**config.mk**
```make
export PLATFORM = sky130hd
export DESIGN_NAME = jt10_adpcm_mch_flat
export DESIGN_NICKNAME = d
export VERILOG_FILES = /design/src/rtl/jt10_adpcm_mch_if.sv /design/src/rtl/jt10_adpcm_mch.sv /design/src/flat_wrapper.sv
export SDC_FILE = /design/constraint.sdc
export NUM_CORES = 1
export LEC_CHECK = 0
export ABC_CLOCK_PERIOD_IN_PS = 5850
export BUFFER_PORTS_ARGS = -buffer_cell sky130_fd_sc_hd__buf_2
export CAP_MARGIN = 30
export CORE_MARGIN = 2
export CORE_UTILIZATION = 30
export DETAILED_ROUTE_END_ITERATION = 10
export PLACE_DENSITY = 0.48
export RECOVER_POWER = 100
export SLEW_MARGIN = 20
export SYNTH_ARGS = -nofsm -noshare
export SYNTH_HDL_FRONTEND = slang
export SYNTH_SLANG_ARGS = --single-unit
```
**constraint.sdc**
```tcl
create_clock -name clk -period 5.85 [get_ports clk]
set_input_delay 0.585 -clock clk [delete_from_list [all_inputs] [get_ports clk]]
set_output_delay 0.585 -clock clk [all_outputs]
set_load 0.005 [all_outputs]
```
**src/rtl/jt10_adpcm_mch_if.sv**
```systemverilog
// Sample bus between the host and the multichannel ADPCM-A decoder.
// The master supplies nibbles and channel controls; the slave returns PCM and the frame mix.
interface jt10_adpcm_mch_if #(
  parameter int unsigned CH = 6
);
  logic [2:0]    slot;
  logic [3:0]    data;
  logic [CH-1:0] chon;
  logic [CH-1:0] clr;
  logic [15:0]   pcm;
  logic [2:0]    pcm_ch;
  logic          pcm_valid;
  logic [18:0]   mix;
  logic          mix_valid;

  modport master (
    input  slot, pcm, pcm_ch, pcm_valid, mix, mix_valid,
    output data, chon, clr
  );

  modport slave (
    output slot, pcm, pcm_ch, pcm_valid, mix, mix_valid,
    input  data, chon, clr
  );
endinterface

```
**src/rtl/jt10_adpcm_mch.sv**
```systemverilog
// Time-multiplexed ADPCM-A decoder: CH channels share one 4-stage pipeline plus a frame mixer.
// Define JT10_ADPCM_SAT_EN to saturate the accumulator; by default it wraps modulo 2^SIGW.

module jt10_adpcma_lut (
  input  logic        clk,
  input  logic        rst_n,
  input  logic        cen,
  input  logic [8:0]  addr,
  output logic [11:0] inc
);
  logic [10:0] step_size;
  logic [14:0] prod;

  always_comb begin
    case (addr[8:3])
      6'd0:  step_size = 11'd16;   6'd1:  step_size = 11'd17;   6'd2:  step_size = 11'd19;
      6'd3:  step_size = 11'd21;   6'd4:  step_size = 11'd23;   6'd5:  step_size = 11'd25;
      6'd6:  step_size = 11'd28;   6'd7:  step_size = 11'd31;   6'd8:  step_size = 11'd34;
      6'd9:  step_size = 11'd37;   6'd10: step_size = 11'd41;   6'd11: step_size = 11'd45;
      6'd12: step_size = 11'd50;   6'd13: step_size = 11'd55;   6'd14: step_size = 11'd60;
      6'd15: step_size = 11'd66;   6'd16: step_size = 11'd73;   6'd17: step_size = 11'd80;
      6'd18: step_size = 11'd88;   6'd19: step_size = 11'd97;   6'd20: step_size = 11'd107;
      6'd21: step_size = 11'd118;  6'd22: step_size = 11'd130;  6'd23: step_size = 11'd143;
      6'd24: step_size = 11'd157;  6'd25: step_size = 11'd173;  6'd26: step_size = 11'd190;
      6'd27: step_size = 11'd209;  6'd28: step_size = 11'd230;  6'd29: step_size = 11'd253;
      6'd30: step_size = 11'd279;  6'd31: step_size = 11'd307;  6'd32: step_size = 11'd337;
      6'd33: step_size = 11'd371;  6'd34: step_size = 11'd408;  6'd35: step_size = 11'd449;
      6'd36: step_size = 11'd494;  6'd37: step_size = 11'd544;  6'd38: step_size = 11'd598;
      6'd39: step_size = 11'd658;  6'd40: step_size = 11'd724;  6'd41: step_size = 11'd796;
      6'd42: step_size = 11'd876;  6'd43: step_size = 11'd963;  6'd44: step_size = 11'd1060;
      6'd45: step_size = 11'd1166; 6'd46: step_size = 11'd1282; 6'd47: step_size = 11'd1411;
      6'd48: step_size = 11'd1552;
      default: step_size = 11'd0;
    endcase
  end

  // inc = (2*mag + 1) * step / 8
  assign prod = 15'(step_size) * 15'({addr[2:0], 1'b1});

  always_ff @(posedge clk) begin
    if (!rst_n) begin
      inc <= '0;
    end else if (cen) begin
      inc <= 12'(prod >> 3);
    end
  end
endmodule

module jt10_adpcm_mch #(
  parameter int unsigned CH   = 6,
  parameter int unsigned SIGW = 12
) (
  input logic             clk,
  input logic             rst,
  input logic             cen,
  jt10_adpcm_mch_if.slave bus
);
  localparam logic [2:0] LAST = 3'(CH - 1);

  logic [2:0]             slot_q;
  logic [5:0]             step_q [8];
  logic signed [SIGW-1:0] x_q [8];
  logic [7:0]             chon_all, clr_all;
  logic [5:0]             step_cur, step_nxt;
  logic [6:0]             step_add;

  logic                   v1_q, v2_q, v3_q;
  logic [2:0]             k1_q, k2_q, k3_q;
  logic                   sign1_q, sign2_q;
  logic                   chon1_q, chon2_q, chon3_q;
  logic                   clr1_q, clr2_q, clr3_q;
  logic [8:0]             addr_q;
  logic [11:0]            inc;
  logic [SIGW:0]          inc_ext;
  // One bit wider than SIGW so a full 12-bit magnitude keeps its sign for saturation
  logic signed [SIGW:0]   incs_q;
  logic signed [SIGW-1:0] x_cur, x_new, x_upd;
  logic signed [SIGW+1:0] sum;
  logic signed [18:0]     acc_q, acc_sum, mix_q;
  logic [15:0]            pcm_q;
  logic [2:0]             pcm_ch_q;
  logic                   pcm_valid_q, mix_valid_q;

  assign chon_all = 8'(bus.chon);
  assign clr_all  = 8'(bus.clr);
  assign step_cur = step_q[slot_q];

  always_comb begin
    step_add = {1'b0, step_cur};
    if (!bus.data[2]) begin
      step_add = (step_cur == 6'd0) ? 7'd0 : {1'b0, step_cur} - 7'd1;
    end else begin
      case (bus.data[1:0])
        2'd0:    step_add = {1'b0, step_cur} + 7'd2;
        2'd1:    step_add = {1'b0, step_cur} + 7'd5;
        2'd2:    step_add = {1'b0, step_cur} + 7'd7;
        default: step_add = {1'b0, step_cur} + 7'd9;
      endcase
    end
    step_nxt = (step_add > 7'd48) ? 6'd48 : step_add[5:0];
  end

  always_ff @(posedge clk) begin
    if (rst) begin
      slot_q  <= '0;
      v1_q    <= 1'b0;
      k1_q    <= '0;
      sign1_q <= 1'b0;
      chon1_q <= 1'b0;
      clr1_q  <= 1'b0;
      addr_q  <= '0;
      for (int i = 0; i < 8; i++) step_q[i] <= '0;
    end else if (cen) begin
      slot_q  <= (slot_q == LAST) ? 3'd0 : slot_q + 3'd1;
      v1_q    <= 1'b1;
      k1_q    <= slot_q;
      sign1_q <= bus.data[3];
      chon1_q <= chon_all[slot_q];
      clr1_q  <= clr_all[slot_q];
      addr_q  <= {step_cur, bus.data[2:0]};
      if (clr_all[slot_q]) begin
        step_q[slot_q] <= '0;
      end else if (chon_all[slot_q]) begin
        step_q[slot_q] <= step_nxt;
      end
    end
  end

  jt10_adpcma_lut u_lut (
    .clk   (clk),
    .rst_n (~rst),
    .cen   (cen),
    .addr  (addr_q),
    .inc   (inc)
  );

  assign inc_ext = {{(SIGW - 11){1'b0}}, inc};

  always_ff @(posedge clk) begin
    if (rst) begin
      v2_q    <= 1'b0;
      k2_q    <= '0;
      sign2_q <= 1'b0;
      chon2_q <= 1'b0;
      clr2_q  <= 1'b0;
      v3_q    <= 1'b0;
      k3_q    <= '0;
      chon3_q <= 1'b0;
      clr3_q  <= 1'b0;
      incs_q  <= '0;
    end else if (cen) begin
      v2_q    <= v1_q;
      k2_q    <= k1_q;
      sign2_q <= sign1_q;
      chon2_q <= chon1_q;
      clr2_q  <= clr1_q;
      v3_q    <= v2_q;
      k3_q    <= k2_q;
      chon3_q <= chon2_q;
      clr3_q  <= clr2_q;
      incs_q  <= sign2_q ? -inc_ext : inc_ext;
    end
  end

  assign x_cur = x_q[k3_q];
  assign sum   = (SIGW + 2)'(x_cur) + (SIGW + 2)'(incs_q);

`ifdef JT10_ADPCM_SAT_EN
  always_comb begin
    if (sum[SIGW+1:SIGW-1] == 3'b000 || sum[SIGW+1:SIGW-1] == 3'b111) begin
      x_new = sum[SIGW-1:0];
    end else begin
      x_new = sum[SIGW+1] ? {1'b1, {(SIGW - 1){1'b0}}} : {1'b0, {(SIGW - 1){1'b1}}};
    end
  end
`else
  logic [1:0] unused_sum_hi;
  assign unused_sum_hi = sum[SIGW+1:SIGW];
  assign x_new         = sum[SIGW-1:0];
`endif

  assign x_upd   = clr3_q ? '0 : (chon3_q ? x_new : x_cur);
  assign acc_sum = acc_q + 19'(x_upd);

  always_ff @(posedge clk) begin
    if (rst) begin
      for (int i = 0; i < 8; i++) x_q[i] <= '0;
      pcm_q       <= '0;
      pcm_ch_q    <= '0;
      pcm_valid_q <= 1'b0;
      mix_q       <= '0;
      mix_valid_q <= 1'b0;
      acc_q       <= '0;
    end else if (cen) begin
      pcm_valid_q <= v3_q;
      mix_valid_q <= 1'b0;
      if (v3_q) begin
        x_q[k3_q] <= x_upd;
        pcm_q     <= 16'(x_upd);
        pcm_ch_q  <= k3_q;
        if (k3_q == LAST) begin
          mix_q       <= acc_sum;
          mix_valid_q <= 1'b1;
          acc_q       <= '0;
        end else begin
          acc_q <= acc_sum;
        end
      end
    end else begin
      pcm_valid_q <= 1'b0;
      mix_valid_q <= 1'b0;
    end
  end

  assign bus.slot      = slot_q;
  assign bus.pcm       = pcm_q;
  assign bus.pcm_ch    = pcm_ch_q;
  assign bus.pcm_valid = pcm_valid_q;
  assign bus.mix       = mix_q;
  assign bus.mix_valid = mix_valid_q;
endmodule
```
**src/flat_wrapper.sv**
```systemverilog
// flat-port wrapper written by rule: the top's interface ports become plain ports
module jt10_adpcm_mch_flat 
#(
  parameter int unsigned CH   = 6,
  parameter int unsigned SIGW = 12
)
  (clk, rst, cen, bus_slot, bus_pcm, bus_pcm_ch, bus_pcm_valid, bus_mix, bus_mix_valid, bus_data, bus_chon, bus_clr);
  jt10_adpcm_mch_if #(.CH(CH)) bus_i ();
  input logic clk;
  input logic rst;
  input logic cen;
  output wire logic [$bits(bus_i.slot)-1:0] bus_slot;
  output wire logic [$bits(bus_i.pcm)-1:0] bus_pcm;
  output wire logic [$bits(bus_i.pcm_ch)-1:0] bus_pcm_ch;
  output wire logic [$bits(bus_i.pcm_valid)-1:0] bus_pcm_valid;
  output wire logic [$bits(bus_i.mix)-1:0] bus_mix;
  output wire logic [$bits(bus_i.mix_valid)-1:0] bus_mix_valid;
  input wire logic [$bits(bus_i.data)-1:0] bus_data;
  input wire logic [$bits(bus_i.chon)-1:0] bus_chon;
  input wire logic [$bits(bus_i.clr)-1:0] bus_clr;
  assign bus_slot = bus_i.slot;
  assign bus_pcm = bus_i.pcm;
  assign bus_pcm_ch = bus_i.pcm_ch;
  assign bus_pcm_valid = bus_i.pcm_valid;
  assign bus_mix = bus_i.mix;
  assign bus_mix_valid = bus_i.mix_valid;
  assign bus_i.data = bus_data;
  assign bus_i.chon = bus_chon;
  assign bus_i.clr = bus_clr;
  jt10_adpcm_mch #(.CH(CH), .SIGW(SIGW)) u_core (.clk(clk), .rst(rst), .cen(cen), .bus(bus_i));
endmodule
```
# == Word level (Yosys, flattened, before mapping) ==
# Memories as Yosys holds them, arrays and structs flattened. A register that Yosys moved wholly into a read port is not among the register bits.
# Index checks and enable logic that the tools add are counted.
# word_totals
register_bits,111
ram_bits,144
romBits,704
in_bits,19
memories,3
# memory_table
name,words,width,read_ports,rd_clocked_by_memory_dff,write_ports,line,source
(name not given),64,11,1,1,0,jt10_adpcm_mch.sv:15,case (addr[8:3])
u_core.x_q,8,12,1,1,8,jt10_adpcm_mch.sv:62,logic signed [SIGW-1:0] x_q [8];
u_core.step_q,8,6,1,1,8,jt10_adpcm_mch.sv:61,logic [5:0] step_q [8];
# op_classes
add_sub_neg,9
multipliers,1
order_cmp,2
eq_ne,4
muxes,42
bitwise_logic,3
n_reduce_logical,8
# op_table
operator,count
two-way mux 12 bit,4
two-way mux 6 bit,5
two-way mux 3 bit,7
one-hot mux 7 bit (3 select lines),1
two-way mux 1 bit,20
adder 19 x 12 -> 19 bit,1
two-way mux 19 bit,1
multiplier 11 x 4 -> 15 bit,1
adder 6 x 3 -> 7 bit (second input constant),2
two-way mux 7 bit,2
adder 12 bit,1
negation 12 bit,1
OR reduction 12 bit,1
adder 6 x 2 -> 7 bit (second input constant),1
adder 6 x 4 -> 7 bit (second input constant),1
> comparator 7 x 6 -> 1 bit (second input constant),1
subtractor 6 x 1 -> 7 bit (second input constant),1
binary-select mux 1 bit (select 3 bit),2
equality test 3 bit (second input constant),2
zero test 6 bit,1
OR reduction 6 bit,1
< comparator 3 x 4 -> 1 bit (second input constant),1
adder 3 x 1 -> 3 bit (second input constant),1
AND reduction 3 bit,1
other kinds (8),9

# == Longest topological paths before layout ==
# depth
ltp_word,10
depth_mapped,25

# == Modules after synthesis ==
# From an unflattened synthesis, not the netlist that was laid out.
# unflattened
cells_unflattened,1398
area_unflattened_um2,14609.0
# by_module_without_submodules
module,instances,cells_each,area_each_um2,seq_area_each_um2
jt10_adpcm_mch,1,1101,12177.9,6426.2
jt10_adpcma_lut,1,297,2431.1,240.2

# == Worst setup path after synthesis ==
# OpenSTA, ideal clock, no wires.
# synth_timing
path_type,register to register
start,register (tool-made name)
end,register u_core.acc_q[18]
setup_ns,0.074
arrival_time_ns,5.774
t_required_ns,5.776
slack_ns,0.002
stages_incl_launch_ff,26
period_less_slack_ns,5.848
cell_sequence,dfxtp_1 clkbuf_1 buf_2 mux4_2 mux2_2 ha_1 fa_1 a21o_1 a21oi_1 o21bai_1 a21o_1 xor2_1 mux2i_1 or2_2 clkbuf_1 inv_1 ha_1 o21a_1 o32a_1 o311a_1 o311a_1 o41ai_2 o21ai_1 xor2_1 or3_1 a31oi_1
# synth_rtl
item,line,source
to (signal assigned),jt10_adpcm_mch.sv:206,acc_q <= acc_sum;
to (decl),jt10_adpcm_mch.sv:79,"logic signed [18:0] acc_q, acc_sum, mix_q;"

==> results.json <==
{
  "cp-end-kind": "flip-flop",
  "finish.utilization_pct": 34.4,
  "fp.coreArea_um2": 47900,
  "hp-start": "bus_data[3]",
  "vias_per_cell": 4.99,
  "fin_crit_sh_pct": 94.9,
  "ff2ff_path_depth": 20,
  "dr.pass1.iters": 4,
  "hold_buffers": 0,
  "status": "finished with violations",
  "cts_resized": 0,
  "p_clk_share_pct": 40.8,
  "antenna_found_initial": 0,
  "cts_tree": "done",
  "syn-cell-area_um2": 14700,
  "start_util_pct": 30.6,
  "avgSynthCellArea_um2": 10.3,
  "clock_latency_ns": 0.60,
  "ys_ff_latch": 272,
  "hold_depth": 3,
  "gp_congestion": 0.794,
  "rows": 80,
  "h-tree-depth": 1,
  "num_vias": 10500,
  "powerDensity_nw_per_um2": 284,
  "synth_edf_count": 144,
  "grt_first_pass_wirelength_um": 58200,
  "die-area_um2": 50600,
  "hold_slack_ns": 0.270,
  "dieHeight_um": 225,
  "hold_viol": 0,
  "setup_violations": 0,
  "p_seq_share_pct": 45.8,
  "track_usage_pct": 14.5,
  "ios": 62,
  "area_growth_pct": 12.7,
  "path_max_fanout": 19,
  "critPathKind": "reg -> reg",
  "r2r-end": "u_core.acc_q[18]",
  "total_power_w": 0.00469,
  "synth_ff_type": "edfxtp_1",
  "diodes": 0,
  "finalNetCount": 1562,
  "slew-limit-headroom_pct": -57.3,
  "cts_setup_buffers": 0,
  "static-leakage-power_nw": 6.80,
  "switching_share_pct": 26.9,
  "internal-power_w": 0.00343,
  "drive_gt1_share_pct": 11.0,
  "ir_worst_vdd_v": 0.000196,
  "tightest_slew_ns": 2.36,
  "crit_chain": "buf_12 > mux4_2 > mux2_2 > ha_1 > o21a_1 > o21ai_0 > o21ai_0 > a41oi_1 > mux2i_1 > mux2i_2 > inv_2 > ha_1 > a21oi_1 > o21ai_0 > o311a_1 > o41ai_4 > o21ai_1 > xor2_1 > or3_1 > a31oi_1",
  "final_cell_count_no_fill": 2100,
  "period_needed_ns": 5.55,
  "wirelength_um": 37000,
  "postSynthCellCount": 1423,
  "crit_top_cell": "o21ai_0",
  "violations": "capacitance limit, slew limit",
  "final_cell_mix": "nor2_1, edfxtp_1, dfxtp_1",
  "final_common_cell": "nor2_1",
  "grt-ovfl-total": 0,
  "p_comb_share_pct": 13.4,
  "min_to": "u_core.sign1_q",
  "drv_slew": 47,
  "slowest_delay_ns": 0.52,
  "setup_tns_ns": 0,
  "cp-start-kind": "flip-flop",
  "fmax_ghz": 0.180,
  "cap_violations": 1,
  "holdCritPathClass": "in -> reg",
  "clk_root_buffer_cell": "clkbuf_16",
  "wire_per_inst_um": 17.6,
  "yosysUniqueCellTypes": 79,
  "grt_pass1_vias": 10000,
  "grt_max_degree": 65,
  "ys_seq_area_share_pct": 47.0,
  "cts.clk_slew.worst_paths_ns": 0.06,
  "p_switching_w": 0.00126,
  "dp_cells": 2043,
  "slowest_stage": "mux4_2",
  "critPathRequiredTime_ns": 6.37,
  "io_buffers": 61,
  "drtIter0Drc": 576,
  "cts_sinks": 272,
  "ys_warn_count": 0,
  "final.setup_skew_ns": 0.0327,
  "dieWidth_um": 225,
  "dp_hpwl_um": 25700,
  "synthArstFlopShare_pct": 0,
  "cp.arrival_ns": 6.07,
  "postRouteAntennaNets": 0,
  "drc": 0,
  "cts_made_buffers": 30,
  "regToRegSetupSlack_ns": 0.30,
  "clock_path_buffers": 3
}
Yosys cell counts, drive strengths merged, types with 12 or more instances:
cell	count	area share [%]
xor2	25	1.5
buf	20	0.78
a21oi	72	2.6
a22oi	17	0.87
nand3	17	0.58
xnor2	26	1.6
a21o	14	0.72
nor3	28	0.96
clkbuf	74	1.9
fa	21	2.9
o21ai	40	1.4
a22o	16	0.96
dfxtp	128	17
mux2i	44	3.3
a211oi	20	1.1
o21a	12	0.61
nor2	264	6.8
o211a	13	0.89
nand2	112	2.9
mux2	13	1.0
o22ai	14	0.60
mux4	38	5.9
inv	70	1.8
edfxtp	144	30
ha	61	5.2
layout make-up:
type | count | area (um^2)
inverters | 72 | 270
clock buffers | 39 | 805
well taps | 615 | 769
multi-input cells | 996 | 7140
clock inverters | 17 | 186
fillers | 4870 | 31400
flip-flops and latches | 272 | 6890
repair buffers | 89 | 452
flip-flops by register name, indices dropped and copies added, names as in the netlist, 3 cells and up, named ones only:
name	cells
u_core.x_q	96
u_core.step_q	48
u_core.acc_q	19
u_core.bus.mix	19
u_core.bus.pcm	12
u_core.incs_q	12
u_core.u_lut.inc	12
u_core.u_lut.step_size	11
u_core.addr_q	9
u_core.bus.pcm_ch	3
u_core.bus.slot	3
u_core.k1_q	3
u_core.k2_q	3
u_core.k3_q	3
kinds of logic (layout without fill, tap and decap cells):
kind of cell | Yosys count | count (layout) | share of synthesized area, %
and+or+nand+nor | 475 | 475 | 13.7
adders and majority gates | 82 | 82 | 8.08
buffers and inverters | 166 | 217 | 4.52
muxes | 95 | 95 | 10.2
DFF | 272 | 272 | 47.0
AOI/OAI and AO/OA | 281 | 281 | 13.4
xor gates and xnor gates | 51 | 51 | 3.05
other | 1 | 12 | 0.0256
how the worst max path moves through the flow:
stage,to,slack (ns),cells after the start
final,u_core.acc_q[18],0.30,20
after global routing,u_core.acc_q[18],-0.007,20
after floorplan,u_core.acc_q[18],0.002,25
after detailed placement,u_core.acc_q[18],0.18,20
after CTS,u_core.acc_q[18],0.15,20
after global placement,u_core.acc_q[18],0.24,20
worst max-delay path: cells and delay by family, from the launching register on:
kind | cells | cell delay (ns)
simple gates | 1 | 0.32
xor+xnor | 1 | 0.18
mux | 4 | 1.40
flops | 1 | 0.42
buf+inv | 2 | 0.34
fa+ha+maj | 2 | 0.68
compound gates | 10 | 2.12
power groups by stage:
stage	registers, W	logic, W	clock network, W
2_1_floorplan	0.00216	0.000490	0
3_3_place_gp	0.00219	0.000628	0
3_5_place_dp	0.00219	0.000634	0
4_1_cts	0.00215	0.000638	0.00196
5_1_grt	0.00216	0.000703	0.00204
6_report	0.00215	0.000629	0.00191
routing by layer:
layer,global-route usage [%],up-vias,part of all wire (%)
li1,-,5123,-
met1,20.0,5120,47
met2,24.3,188,47
met3,1.99,45,3.6
met4,3.10,0,1.8
met5,0,-,0
metrics by stage:
step           cell area [um^2]  setup slack [ns]
2_1_floorplan             14700           0.00185
3_3_place_gp              15600             0.242
3_5_place_dp              15600             0.181
4_1_cts                   16600             0.149
5_1_grt                   16500          -0.00691
6_report                  16500             0.301
No activity file was read; power rests on OpenSTA's default activity.
